`config.mk`:
```
export PLATFORM = sky130hd
export DESIGN_NAME = keypad_scanner
export DESIGN_NICKNAME = d
export VERILOG_FILES = /design/src/rtl/keypad_pkg.sv /design/src/rtl/keypad_prio_enc.sv /design/src/rtl/keypad_scanner.sv
export SDC_FILE = /design/constraint.sdc
export NUM_CORES = 1
export LEC_CHECK = 0
export CAP_MARGIN = 0
export CORE_ASPECT_RATIO = 0.75
export CORE_MARGIN = 5
export CORE_UTILIZATION = 30
export DETAILED_ROUTE_END_ITERATION = 8
export REMOVE_ABC_BUFFERS = 1
export SLEW_MARGIN = 20
export SYNTH_ARGS = -nofsm -noshare
export SYNTH_HDL_FRONTEND = slang
export SYNTH_SLANG_ARGS = --single-unit
```
`constraint.sdc`:
```
create_clock -name clk -period 7.9 [get_ports clk]
set_input_delay 1.58 -clock clk [delete_from_list [all_inputs] [get_ports clk]]
set_output_delay 1.58 -clock clk [all_outputs]
set_load 0.02 [all_outputs]
```
`src/rtl/keypad_pkg.sv`:
```
// Shared definitions for the 4x4 matrix keypad scanner: matrix geometry,
// key index type, column drive reset value and the scan column states.
package keypad_pkg;

  localparam int NUM_ROWS  = 4;
  localparam int NUM_COLS  = 4;
  localparam int NUM_KEYS  = NUM_ROWS * NUM_COLS;
  localparam int KEY_IDX_W = 4;

  // Column 0 is driven low (active) first after reset.
  localparam logic [NUM_COLS-1:0] KEY_COL_RESET = 4'b1110;

  // Key index: row*NUM_COLS + col.
  typedef logic [KEY_IDX_W-1:0] key_idx_t;

  // The scanner walks the columns in order; the state is the column
  // currently being driven (and sampled on the next edge).
  typedef enum logic [1:0] {
    SCAN_COL0 = 2'd0,
    SCAN_COL1 = 2'd1,
    SCAN_COL2 = 2'd2,
    SCAN_COL3 = 2'd3
  } scan_state_t;

  // Active-low one-hot column drive pattern for a given scan column.
  function automatic logic [NUM_COLS-1:0] col_drive(input scan_state_t s);
    logic [NUM_COLS-1:0] one_hot;
    one_hot    = '0;
    one_hot[s] = 1'b1;
    return ~one_hot;
  endfunction

endpackage

```
`src/rtl/keypad_prio_enc.sv`:
```
// Lowest-index priority encoder over the 16-key map. Used to pick the single
// key that gets reported when several keys become pressed in the same commit.
module keypad_prio_enc
  import keypad_pkg::*;
(
  input  logic [NUM_KEYS-1:0] keys,
  output key_idx_t            idx,
  output logic                any_set
);

  // Scan from the top down so the lowest set index is the last one written.
  always_comb begin
    idx = '0;
    for (int i = NUM_KEYS - 1; i >= 0; i--) begin
      if (keys[i]) begin
        idx = key_idx_t'(i);
      end
    end
  end

  assign any_set = |keys;

endmodule

```
`src/rtl/keypad_scanner.sv`:
```
// 4x4 matrix keypad scanner with frame-level debouncing and press events.
// Drives one column low per clock, samples the active-low rows, assembles a
// 16-bit frame every 4 clocks and commits it to key_map once DEBOUNCE_SCANS
// consecutive identical frames have been seen. Each commit that adds pressed
// keys produces one key_valid pulse carrying the lowest newly pressed index.
// Optional build macro KEYPAD_AUTOREPEAT_EN adds auto-repeat for a single held
// key (REPEAT_DELAY frames to the first repeat, then every REPEAT_PERIOD).
module keypad_scanner
  import keypad_pkg::*;
#(
  parameter int DEBOUNCE_SCANS = 2
`ifdef KEYPAD_AUTOREPEAT_EN
  ,
  parameter int REPEAT_DELAY   = 50,
  parameter int REPEAT_PERIOD  = 10
`endif
) (
  input  logic                clk,
  input  logic                rst_n,
  output logic [NUM_COLS-1:0] keyboard_col,
  input  logic [NUM_ROWS-1:0] keyboard_row,
  output logic                key_valid,
  output logic [KEY_IDX_W-1:0] key_code,
  output logic                key_down,
  output logic [NUM_KEYS-1:0] key_map
);

  localparam logic [3:0] DEB_TARGET = 4'(DEBOUNCE_SCANS);

  scan_state_t          state;
  scan_state_t          state_next;
  logic [NUM_KEYS-1:0]  raw_frame;
  logic [NUM_KEYS-1:0]  cur_frame;
  logic [NUM_KEYS-1:0]  last_frame;
  logic [NUM_KEYS-1:0]  new_keys;
  logic [3:0]           match_cnt;
  logic [3:0]           match_next;
  logic                 frame_end;
  logic                 commit;
  logic                 report;
  logic                 rep_fire;
  key_idx_t             new_idx;
  logic                 new_any;

  // Column walk: always advance to the next column, wrapping 3 -> 0.
  always_comb begin
    state_next = SCAN_COL0;
    case (state)
      SCAN_COL0: state_next = SCAN_COL1;
      SCAN_COL1: state_next = SCAN_COL2;
      SCAN_COL2: state_next = SCAN_COL3;
      SCAN_COL3: state_next = SCAN_COL0;
      default:   state_next = SCAN_COL0;
    endcase
  end

  // Merge the rows of the column driven this cycle into the partial frame;
  // on the last column this is the complete frame.
  always_comb begin
    cur_frame = raw_frame;
    for (int r = 0; r < NUM_ROWS; r++) begin
      cur_frame[r * NUM_COLS + int'(state)] = ~keyboard_row[r];
    end
  end

  // Debounce: count identical consecutive frames, saturating at the target,
  // and commit the frame whenever the count sits at the target.
  always_comb begin
    frame_end  = (state == SCAN_COL3);
    match_next = match_cnt;
    commit     = 1'b0;
    if (frame_end) begin
      if (cur_frame == last_frame) begin
        match_next = (match_cnt >= DEB_TARGET) ? DEB_TARGET : match_cnt + 4'd1;
      end else begin
        match_next = 4'd1;
      end
      commit = (match_next == DEB_TARGET);
    end
  end

  // Only keys that were not already in the stable map count as new presses.
  assign new_keys = cur_frame & ~key_map;
  assign report   = commit && new_any;

  keypad_prio_enc u_prio_enc (
    .keys    (new_keys),
    .idx     (new_idx),
    .any_set (new_any)
  );

`ifdef KEYPAD_AUTOREPEAT_EN
  localparam logic [15:0] REP_DELAY_W  = 16'(REPEAT_DELAY);
  localparam logic [15:0] REP_PERIOD_W = 16'(REPEAT_PERIOD);

  logic [15:0] rep_cnt;
  logic [15:0] rep_cnt_next;
  logic [15:0] rep_target;
  logic        rep_armed;
  logic        rep_armed_next;

  // Count frames while a single key is held with an unchanged map; the first
  // repeat waits REPEAT_DELAY frames, later ones REPEAT_PERIOD frames.
  always_comb begin
    rep_cnt_next   = rep_cnt;
    rep_armed_next = rep_armed;
    rep_fire       = 1'b0;
    rep_target     = rep_armed ? REP_PERIOD_W : REP_DELAY_W;
    if (frame_end) begin
      if ((commit && (cur_frame != key_map)) || !$onehot(key_map)) begin
        rep_cnt_next   = '0;
        rep_armed_next = 1'b0;
      end else if (rep_cnt + 16'd1 == rep_target) begin
        rep_fire       = 1'b1;
        rep_cnt_next   = '0;
        rep_armed_next = 1'b1;
      end else begin
        rep_cnt_next   = rep_cnt + 16'd1;
      end
    end
  end

  // Auto-repeat frame counter and first/subsequent repeat phase.
  always_ff @(posedge clk or negedge rst_n) begin
    if (!rst_n) begin
      rep_cnt   <= '0;
      rep_armed <= 1'b0;
    end else begin
      rep_cnt   <= rep_cnt_next;
      rep_armed <= rep_armed_next;
    end
  end
`else
  assign rep_fire = 1'b0;
`endif

  // Scan state, column drive, frame assembly, debounce and report registers.
  always_ff @(posedge clk or negedge rst_n) begin
    if (!rst_n) begin
      state        <= SCAN_COL0;
      keyboard_col <= KEY_COL_RESET;
      raw_frame    <= '0;
      last_frame   <= '0;
      match_cnt    <= '0;
      key_map      <= '0;
      key_valid    <= 1'b0;
      key_code     <= '0;
      key_down     <= 1'b0;
    end else begin
      state        <= state_next;
      keyboard_col <= col_drive(state_next);
      raw_frame    <= cur_frame;
      key_valid    <= report || rep_fire;
      if (frame_end) begin
        last_frame <= cur_frame;
        match_cnt  <= match_next;
      end
      if (commit) begin
        key_map  <= cur_frame;
        key_down <= |cur_frame;
      end
      if (report) begin
        key_code <= new_idx;
      end
    end
  end

endmodule

```
Word-level counts from Yosys, hierarchy flattened
Cells that the tools add are included.
Word-level totals
  register bits after elaboration: 64
  bits of input ports: 6
  output and inout bits: 26
  logic and storage cells: 80
Operators by class
  add/sub/neg operators: 4
  $lt $le $gt $ge: 11
  equality and inequality tests: 5
  mux-type cells: 35
  bitwise operators: 7
  reduce and logical (&&, ||, !) cells: 9
Operator list (number)
  4-bit two-way mux: 19
  16-bit bitwise mux: 4
  16-bit OR reduction: 2
  16-bit AND: 1
  16-bit == test: 1
  16-bit inverter: 1
  1-bit demux with 4-bit select: 3
  4-bit by 2-bit adder with 5-bit output (first input constant): 2
  5-bit by 1-bit >= comparator with 1-bit output (second input constant): 2
  5-bit less-than comparator (second input constant): 2
  2-bit case mux with 4 select lines: 1
  1-bit logical AND: 6
  1-bit two-way mux: 6
  2-bit by 5-bit less-than comparator with 1-bit output (second input constant): 1
  4-bit by 5-bit less-than comparator with 1-bit output (second input constant): 1
  3-bit by 2-bit adder with 4-bit output (first input constant): 1
  4-bit by 1-bit adder with 4-bit output (second input constant): 1
  1-bit demux with 2-bit select: 2
  2-bit == test (second input constant): 2
  4-bit by 2-bit == test with 1-bit output (second input constant): 1
  2-bit by 1-bit >= comparator with 1-bit output (second input constant): 2
  4-bit by 1-bit >= comparator with 1-bit output (second input constant): 1
  4-bit by 2-bit >= comparator with 1-bit output (second input constant): 1
  1-bit inverter: 4
  4 further kinds: 4

Logic depth before layout (Yosys ltp)
Gate-level depths: netlist (run 1).
  depth in word-level cells: 25
  depth in mapped cells: 10
  depth with buffers taken out: 8

Modules after synthesis
A second synthesis (run 1) with hierarchy kept.
Second synthesis, totals
  cell total of the unflattened synthesis: 274
  area total of the unflattened synthesis: 3064.2 µm²
Modules (own cells, without submodules)
  keypad_scanner: times used 1, cells an instance 240, area each 2887.8 µm², seq. area each 1605.3 µm²
  keypad_prio_enc: times used 1, cells an instance 34, area each 176.4 µm², seq. area each 0.0 µm²

Worst setup path before layout (run 1)
OpenSTA, ideal clock, no wires.
  kind: input -> register
  start point: in keyboard_row[0]
  end point: reg key_down
  library setup time: 125 ps
  data arrival time: 3436 ps
  data required time: 7775 ps
  path slack: 4339 ps
  stages on the path: 7
  buffers on the path: 1
  path through: nand2b_1 -> and3_1 -> nor4_1 -> nand4_1 -> nor3_4 -> buf_8 -> mux2_4
Between the ends
  cells in the longest elaborated chain, start to end: 10
  elaborated cells on any way between the ends: 11
  those cells by class: eq/ne (2); mux (7); bitwise (1); reduce/logical (1)
RTL lines
  from (decl): line keypad_scanner.sv:21  | input logic [NUM_ROWS-1:0] keyboard_row,
  1-bit inverter (*): line keypad_scanner.sv:62  | cur_frame[r * NUM_COLS + int'(state)] = ~keyboard_row[r];
  16-bit bitwise mux (*) (4 in series): line keypad_scanner.sv:62
  16-bit == test: line keypad_scanner.sv:73  | if (cur_frame == last_frame) begin
  4-bit two-way mux: line keypad_scanner.sv:73
  4-bit two-way mux: line keypad_scanner.sv:72  | if (frame_end) begin
  4-bit by 2-bit == test with 1-bit output: line keypad_scanner.sv:78  | commit = (match_next == DEB_TARGET);
  1-bit two-way mux: line keypad_scanner.sv:72
  to (signal assigned): line keypad_scanner.sv:160  | key_down <= |cur_frame;
  to (decl): line keypad_scanner.sv:24  | output logic key_down,
Every way passes the cells marked *; elsewhere a longest branch is shown, timed or not. The select of a mux whose other input is x is not followed.
A chain may end at the register's enable or synchronous reset.

Worst setup path in the final report (run 1)
  start point: in keyboard_row[3]
  end point: reg key_map[4]
Between the ends
  cells in the longest elaborated chain, start to end: 7
RTL lines
  1-bit inverter (*): line keypad_scanner.sv:62
  16-bit bitwise mux (*): line keypad_scanner.sv:62
  16-bit == test: line keypad_scanner.sv:73
  4-bit two-way mux: line keypad_scanner.sv:73
  4-bit two-way mux: line keypad_scanner.sv:72
  4-bit by 2-bit == test with 1-bit output: line keypad_scanner.sv:78
  1-bit two-way mux: line keypad_scanner.sv:72
  to (signal assigned): line keypad_scanner.sv:159  | key_map <= cur_frame;
  to (decl): line keypad_scanner.sv:25  | output logic [NUM_KEYS-1:0] key_map
Marks and branches as above.

==> run summary, run 1 <==
outcome - complete, no violations
I/O pins - 32
vias in the first global route - 2465
vias per cell - 4.93
Worst-Skew Late Latency - 0.33 ns
largest net degree at the start of global routing - 65
# setup viols final - 0
Layout Nets - 354
Worst R2R Start - state[1]
DIE HEIGHT - 98.9 um
Seq/Total Area, Yosys - 50.7%
Post-synth EDFFs - 0
flops & latches, synth - 64
CP endpoint kind - flip-flop
pwr/cell area - 208 nW/um2
IO buf count - 31
RSZ-0062 raised after global routing - no
Reg area - 1610 um2
Initial Utilization - 30.8%
Total Negative Setup Slacks - 0 ns
H-tree lvl count - 3
n_diodes - 0
CP required - 8.11 ns
Relative slew margins - 44.4%
area of the die - 12700 um2
Syn Inst Count - 302
Hold Fails Final Rpt - 0
placer congestion estimate - 0.827
Hold Path End - key_code[0]
fill count - 1030
core box area - 10300 um2
period utilization - 55.1%
Worst path max stage delay - 0.62 ns
GRT overflow - 0
GRT Total Usage - 12.9%
CP Cell Sequence - clkdlybuf4s50_1, nand2b_1, and3_1, nor4_1, nand4_1, nor3_4, buf_8, mux2_2
hold_buf cts - 0
WL per Instance - 15.6 um
worst hold start - key_code[0]
share of cells above drive strength 1 - 14.7%
WP data arrival - 4.56 ns
Fmax - 230 MHz
HP Class - flip-flop to flip-flop
drt initial violations - 171
multi-input logic area - 1460 um2
reg2reg setup slack - 4.47 ns
total number of vias - 2378
worst-margin pin slew - 0.834 ns
Post-route DRC - 0
Yosys top cell area share - 48.2%
drt pass-1 iters - 4
setup slack after layout - 3.55 ns
global-route wire length before repair - 12700 um
Post-Syn Area - 3160 um2
area leader, netlist - dfrtp_1
Syn Area/Cell - 10.5 um2
Setup WS pre-CTS - 2.93 ns
die width - 129 um
fin cells - 482
clock skew - 0.00738 ns
DP HPWL - 5350 um
post-layout min period - 4.35 ns
Clock transition at path regs - 0.05 ns
Critical R2R Capture - key_map[4]
Leak Pwr - 1.79 nW
Clock Tree Root - clkbuf_16
maximum vdd drop - 0.000112 V
# rows - 32
Ys Warns - 0
remaining antenna violation count after routing - 0
Clock Sinks - 64
initial antenna violation count - 0
Max Slew Vio Count - 0
worst-path maximum fanout - 11
Top FF cell, synth - dfrtp_1
CP Launch Type - input pin
worst reg2reg path depth - 9
Area contributors post-synth - dfrtp_1 (48%), nand2b_1 (5.9%), a21oi_1 (5.5%)
Post-Place Cells - 465
ys async rst share - 100%
Total Wirelength - 7520 um
cts bufs inserted - 9
CTS tree - yes
Netlist cell types - 45
Area Growth Syn to Fin - 25.2%
Hold Crit Depth - 1
clock tree buffer depth - 2
slowest stage cell on the critical path - nor3_4
# resized after CTS - 0
Max-Cap Viols - 0
setup bufs post-CTS - 0
WS Path Type - input pin to flip-flop
## state kept, by name (all words and copies together) (netlist names)
signal,flops
key_code,4
state,2
match_cnt,4
last_frame,16
raw_frame,16
key_valid,1
keyboard_col,4
key_map,16
key_down,1
## how the worst max path moves through the flow
stage / startpoint / to / slack, ns / depth (start not counted)
floorplan: keyboard_row[1] / key_map[10] / 4.13 / 6
global placement: keyboard_row[3] / key_map[8] / 2.95 / 7
detailed placement: keyboard_row[3] / key_map[12] / 2.93 / 7
CTS: keyboard_row[3] / key_map[4] / 3.27 / 7
global route: keyboard_row[3] / key_map[4] / 3.38 / 8
finish: keyboard_row[3] / key_map[4] / 3.55 / 8
## logic make-up (layout without fill, tap and decap cells)
kind of cell               after synthesis  in the layout  share of synthesized area, %
DFF                                     64             64                          50.7
and+or+nand+nor                        119            119                          21.8
AOI/OAI and AO/OA                       69             69                          13.4
muxes                                   20             20                          8.07
adders and majority gates                7              7                          2.77
buffers and inverters                   23             67                          3.24
## critical path, delay by kind of cell
family        cells  cell delay [ns]
simple gates      5             1.88
buf+inv           2             0.74
mux               1             0.35
## report_power, final
group / leakage [nW] / switching (mW) / total (mW) / internal [mW]
Sequential: 0.795 / 0.00395 / 0.341 / 0.337
Combinational: 0.831 / 0.0305 / 0.0477 / 0.0172
Clock: 0.165 / 0.142 / 0.434 / 0.292
Total: 1.79 / 0.176 / 0.822 / 0.646
## cell usage after synthesis (3+ instances only)
library cell,instances
nand2b_1,30
ha_1,7
clkbuf_1,3
nor3_1,6
or4_1,3
nor2_1,17
nand2_1,15
dfrtp_1,61
o21ai_0,7
mux2_4,8
a21oi_1,35
and3_1,16
mux2_2,12
and2_1,4
a31oi_1,8
nor4_1,15
a211oi_1,3
dfstp_2,3
inv_1,17
## final cells by class
class / instances / share of cell area [%]
multi-input cells: 215 / 36.8
well taps: 136 / 4.29
flip-flops and latches: 64 / 40.5
clock inverters: 5 / 1.99
clock buffers: 11 / 6.38
inverters: 17 / 1.61
repair buffers: 34 / 8.46
## metal layers
layer	global-route usage, %	vias up	share of wire [%]
met1	18.6	1141	49
met3	4.44	10	7.2
li1	-	1171	-
met5	0	-	0
met2	18.0	56	42
met4	4.20	0	1.4
## layout by cell type, fill, tap and decap left out, drive strengths merged, types with 7 or more instances in the layout
cell type	netlist	routed
a21oi	35	35
dfrtp	61	61
nand2	15	15
inv	17	17
nor2	17	17
nand2b	30	30
mux2	20	20
and3	16	16
nor4	16	16
o21ai	7	7
ha	7	7
nor3	7	7
clkdlybuf4s50	0	30
clkbuf	3	11
a31oi	8	8
## metrics by stage
| step | hold WS (ns) | total power [mW] | util (%) | instance area [um2] |
|---|---|---|---|---|
| 2_1_floorplan | 0.466 | 0.374 | - | 3130 |
| 3_3_place_gp | 0.501 | 0.393 | 35.1 | 3620 |
| 3_5_place_dp | 0.512 | 0.394 | 35.1 | 3620 |
| 4_1_cts | 0.523 | 0.833 | 38.4 | 3950 |
| 5_1_grt | 0.530 | 0.855 | 38.5 | 3960 |
| 6_report | 0.513 | 0.822 | 38.5 | 3960 |
(Power assumes the default switching activity.)
==> run 2, diff against run 1 <==
- clock period: 7.9 -> 3.7 ns (I/O delays scaled with it)
==> run 2 against run 1 <==
  * Largest cell class unchanged
  * Clock skew decreased by 0.0014 ns
  * Combinational power increased by 120%
  * Wire length increased by 0.65%
  * Core utilization increased by 0.29 points
  * Worst hold slack got worse by 0.098 ns
  * Clock power increased by 100%
  * Largest power group unchanged
  * First-iteration DRC count increased by 2.9%
  * Setup slack got worse by 3.0 ns
  * Sequential power increased by 110%
==> run summary, run 2 (synthesis gave the netlist of run 1 again) <==
Max Slew Vio Count - 0 (unchanged)
DP HPWL - 5650 um (+5.7%)
Area Growth Syn to Fin - 26.2%
n_diodes - 0 (unchanged)
Total Negative Setup Slacks - 0 ns (unchanged)
# rows - 32 (unchanged)
WS Path Type - flip-flop to flip-flop
total number of vias - 2403 (+1.1%)
CTS tree - yes
Worst-Skew Late Latency - 0.33 ns (about the same)
Post-route DRC - 0 (unchanged)
Setup WS pre-CTS - 0.255 ns (-2.67 ns)
placer congestion estimate - 0.840 (+1.6%)
DIE HEIGHT - 98.9 um (unchanged)
area of the die - 12700 um2 (unchanged)
Clock transition at path regs - 0.05 ns (about the same)
Hold Fails Final Rpt - 0 (unchanged)
setup slack after layout - 0.596 ns (-2.95 ns)
WL per Instance - 15.5 um (-0.38%)
Relative slew margins - 59.3% (+15 points)
GRT overflow - 0 (unchanged)
CP endpoint kind - flip-flop
Clock Sinks - 64 (unchanged)
share of cells above drive strength 1 - 15.7% (+0.93 points)
largest net degree at the start of global routing - 26 (-60%)
HP Class - input pin to asynchronous set/reset pin
drt initial violations - 176 (+2.9%)
WP data arrival - 3.32 ns (-1.24 ns)
remaining antenna violation count after routing - 0 (unchanged)
worst-path maximum fanout - 10 (-1)
IO buf count - 31 (unchanged)
commonest non-fill, non-tap cells in the layout - dfrtp_1 (61), a21oi_1 (35), nand2b_1 (30), clkdlybuf4s50_1 (30)
clock skew - 0.00593 ns (-0.00145 ns)
setup bufs post-CTS - 0 (unchanged)
Fmax - 322 MHz
GRT Total Usage - 13.3% (+0.35 points)
Total Wirelength - 7560 um (+0.65%)
Worst R2R Start - state[0]
H-tree lvl count - 3 (unchanged)
cts bufs inserted - 9 (unchanged)
multi-input logic area - 1460 um2 (unchanged)
Clock Tree Root - clkbuf_16
most common cell after layout, fill and taps aside - dfrtp_1
RSZ-0062 raised after global routing - no
Reg area - 1610 um2 (unchanged)
core box area - 10300 um2 (unchanged)
Regs by FF count - key_map: 16 flops, last_frame: 16 flops, raw_frame: 16 flops
outcome - complete, no violations
CP Launch Type - flip-flop
Leak Pwr - 1.81 nW (+1.2%)
drt pass-1 iters - 5 (+1)
Layout Nets - 359 (+1.4%)
hold_buf cts - 0 (unchanged)
Fin Hold WS - 0.415 ns (-0.0981 ns)
# setup viols final - 0 (unchanged)
post-layout min period - 3.10 ns
die width - 129 um (unchanged)
vias in the first global route - 2406 (-2.4%)
I/O pins - 32 (unchanged)
period utilization - 83.9%
fill count - 991 (-3.8%)
worst-margin pin slew - 0.605 ns (-0.229 ns)
CP required - 3.92 ns (-4.19 ns)
global-route wire length before repair - 12700 um (+0.33%)
Max-Cap Viols - 0 (unchanged)
maximum vdd drop - 0.000356 V (+220%)
Initial Utilization - 30.8% (unchanged)
pwr/cell area - 430 nW/um2 (+110%)
# resized after CTS - 0 (unchanged)
vias per cell - 4.93 (about the same)
initial antenna violation count - 0 (unchanged)
clock tree buffer depth - 2 (unchanged)
Critical Path Source - state[0]
[run 2: changes by cell type in the layout (fill, tap and decap cells not counted), sizes merged]
cell | before | now
buf | 4 | 9
clkbuf | 11 | 14
clkinv | 3 | 1
bufinv | 2 | 1
[run 2: worst paths after layout]
kind	to	slack, ns	depth (start not counted)
hold reg to reg	key_code[1]	0.51	1
hold / removal	raw_frame[1]	0.41	1
min in group clk	key_code[1]	0.51	1
setup / recovery	key_map[8]	0.60	9
max in group asynchronous	raw_frame[3]	2.54	3
setup reg to reg	key_map[8]	0.60	9
[run 2: area by class of cell]
| class | instances | share of cell area, % |
|---|---|---|
| Clock inverter | 2 | 0.877 |
| Tap cell | 136 | 4.26 |
| Multi-Input combinational cell | 215 | 36.5 |
| Sequential cell | 64 | 40.2 |
| Clock buffer | 14 | 7.11 |
| Timing Repair Buffer | 39 | 9.46 |
| Inverter | 17 | 1.60 |
[run 2: per-stage QoR]
step | cells | power [mW] | util (%) | instance area [um2]
after floorplan | 296 | 0.799 | - | 3130
after global placement | 470 | 0.841 | 35.5 | 3650
after detailed placement | 471 | 0.845 | 35.7 | 3670
after CTS | 487 | 1.74 | 38.8 | 3990
after global routing | 487 | 1.80 | 38.8 | 3990
final | 487 | 1.72 | 38.8 | 3990
[run 2: where the power goes]
group	switching (mW)	internal [mW]	total (mW)
clock	0.291	0.593	0.884
combinational	0.0652	0.0397	0.105
sequential	0.00867	0.719	0.728
[run 2: worst max-delay path, stage by stage, from the launching register on]
cell	delay [ns]
dfrtp_1	0.41
inv_1	0.09
ha_1	0.41
nand2b_1	0.20
and3_1	0.21
nor4_1	0.48
nand4_2	0.33
nor3_4	0.25
buf_4	0.25
mux2_2	0.35
[run 2: metal layers]
layer / GRT usage, % / part of all wire [%] / up-vias
met3: 5.53 / 6.1 / 10
met2: 18.2 / 42 / 57
met4: 4.12 / 1.3 / 0
met5: 0 / 0 / -
met1: 18.9 / 51 / 1156
li1: - / - / 1180
==> run 3, diff against run 2 <==
- clock period: 3.7 -> 2.93 ns (I/O delays scaled with it)
==> run 3 against run 2 <==
  * Core utilization rose by 4.0 points
  * Sequential power rose by 26%
  * Sequential cell count did not move
  * Non-clock buffer count rose by 40
  * Register-to-register slack got worse by 0.47 ns
  * Via count rose by 8.0%
  * Die area did not move
  * Wire length rose by 13%
  * Power rose by 36%
  * Fmax rose by 11%
  * Largest power group unchanged
==> run summary, run 3 (synthesis gave the netlist of run 1 again) <==
fin cells - 527 (+8.2%)
drt initial violations - 166 (-5.7%)
Worst setup endpoint - key_map[9]
Critical Path Source - state[1]
CP endpoint kind - flip-flop
Worst R2R Start - state[1]
WL per Instance - 16.2 um (+4.1%)
maximum vdd drop - 0.000274 V (-23%)
Most Crowded Layer GR - met2
GRT overflow - 0 (unchanged)
Regs by FF count - key_map: 16 flops, last_frame: 16 flops, raw_frame: 16 flops
Initial Utilization - 30.8% (unchanged)
period utilization - 95.5% (+12 points)
HP Class - input pin to asynchronous set/reset pin
global-route wire length before repair - 13800 um (+8.5%)
Relative slew margins - 70.3% (+11 points)
Post-Place Cells - 510 (+8.3%)
WP data arrival - 3.01 ns (-0.31 ns)
worst-path maximum fanout - 9 (-1)
hold_buf cts - 0 (unchanged)
Core Util, Final - 42.9% (+4.0 points)
Layout Nets - 399 (+11%)
reg2reg setup slack - 0.13 ns (-0.47 ns)
WS Path Type - flip-flop to flip-flop
Fin Hold WS - 0.288 ns (-0.127 ns)
Clock Tree Root - clkbuf_16
Post-route DRC - 0 (unchanged)
IO buf count - 31 (unchanged)
outcome - complete, no violations
Clock Sinks - 64 (unchanged)
share of cells above drive strength 1 - 27.4% (+12 points)
Critical R2R Capture - key_map[9]
Area Growth Syn to Fin - 39.3%
n_diodes - 0 (unchanged)
clock skew - 0.00733 ns (+0.00140 ns)
cts bufs inserted - 9 (unchanged)
CTS tree - yes
drt pass-1 iters - 4 (-1)
# rows - 32 (unchanged)
GR Util met3 - 4.33% (-1.2 points)
Max Slew Vio Count - 0 (unchanged)
worst-margin pin slew - 0.440 ns (-0.165 ns)
Worst-Skew Late Latency - 0.34 ns (about the same)
area of the die - 12700 um2 (unchanged)
die width - 129 um (unchanged)
met1 GRT Util - 20.0% (+1.1 points)
initial antenna violation count - 0 (unchanged)
met2 usage - 20.8% (+2.6 points)
core box area - 10300 um2 (unchanged)
largest net degree at the start of global routing - 34 (+31%)
CP required - 3.15 ns (-0.77 ns)
DIE HEIGHT - 98.9 um (unchanged)
placer congestion estimate - 0.855 (+1.8%)
most common cell after layout, fill and taps aside - dfrtp_1
Total Wirelength - 8520 um (+13%)
Fmax - 357 MHz (+11%)
Clock transition at path regs - 0.05 ns (about the same)
Max-Cap Viols - 0 (unchanged)
total number of vias - 2596 (+8.0%)
Hold Fails Final Rpt - 0 (unchanged)
Leak Pwr - 2.02 nW (+11%)
Post-DP Area - 3950 um2 (+7.6%)
pwr/cell area - 531 nW/um2 (+23%)
GRT Total Usage - 14.1% (+0.82 points)
vias in the first global route - 2621 (+8.9%)
DP HPWL - 6250 um (+11%)
vias per cell - 4.93 (-0.17%)
worst reg2reg path depth - 10 (+1)
commonest non-fill, non-tap cells in the layout - dfrtp_1 (59), buf_4 (46), a21oi_1 (35), clkdlybuf4s50_1 (30), nand2b_1 (28)
H-tree lvl count - 3 (unchanged)
I/O pins - 32 (unchanged)
setup bufs post-CTS - 0 (unchanged)
# setup viols final - 0 (unchanged)
CP Launch Type - flip-flop
post-layout min period - 2.80 ns (-0.304 ns)
final instance area - 4410 um2 (+10%)
clock tree buffer depth - 2 (unchanged)
remaining antenna violation count after routing - 0 (unchanged)
[run 3: changes by cell type in the layout (fill, tap and decap cells not counted), sizes merged]
cell / delta
buf: +40
bufinv: +2
clkbuf: -3
clkinvlp: +1
[run 3: worst min path at each step]
| stage | from | endpoint | slack [ns] | cells past startpoint |
|---|---|---|---|---|
| after floorplan | rst_n | key_code[0] | 0.29 | 0 |
| after global placement | match_cnt[3] | match_cnt[3] | 0.50 | 1 |
| after detailed placement | key_code[0] | key_code[0] | 0.52 | 1 |
| after CTS | rst_n | key_map[7] | 0.30 | 2 |
| after global routing | rst_n | last_frame[2] | 0.33 | 2 |
| final | rst_n | key_map[7] | 0.29 | 2 |
[run 3: what timing repair did]
action | CTS | global route
setup endpoints to repair | 20 | 20
pin swaps | 0 | 3
gates resized for setup | 3 | 16
cloned | 0 | 1
[run 3: through the flow]
stage,power (mW),TNS (ns),worst slack (ns)
after floorplan,1.01,-8.39,-0.473
after global placement,1.08,-4.63,-0.256
after detailed placement,1.09,-5.17,-0.291
after CTS,2.36,0,0.0357
after global routing,2.43,-0.00101,-0.00101
final,2.34,0,0.131
[run 3: per-layer routing]
layer	up-vias	routed length, um
met2	77	3730
li1	1267	-
met1	1248	4120
met4	0	40
met3	4	629
met5	-	0
[run 3: cell type report]
type                    count  area, um2
fillers                   977       5880
flip-flops and latches     64       1610
multi-input cells         215       1540
repair buffers             79        673
clock buffers              11        253
well taps                 136        170
clock inverters             5        103
inverters                  17       63.8
[run 3: worst max-delay path, cell delays in order (launching register included)]
cell	delay, ns
dfrtp_2	0.44
inv_1	0.10
ha_2	0.32
nand2b_1	0.14
and3_1	0.20
nor4_2	0.39
nand4_1	0.13
buf_4	0.19
nor3_4	0.25
buf_6	0.20
mux2_2	0.34
[run 3: report_power, final]
group	total [mW]	internal, mW	switching [mW]
combinational	0.163	0.0692	0.0936
sequential	0.920	0.908	0.0121
clock	1.26	0.875	0.384
total	2.34	1.85	0.490
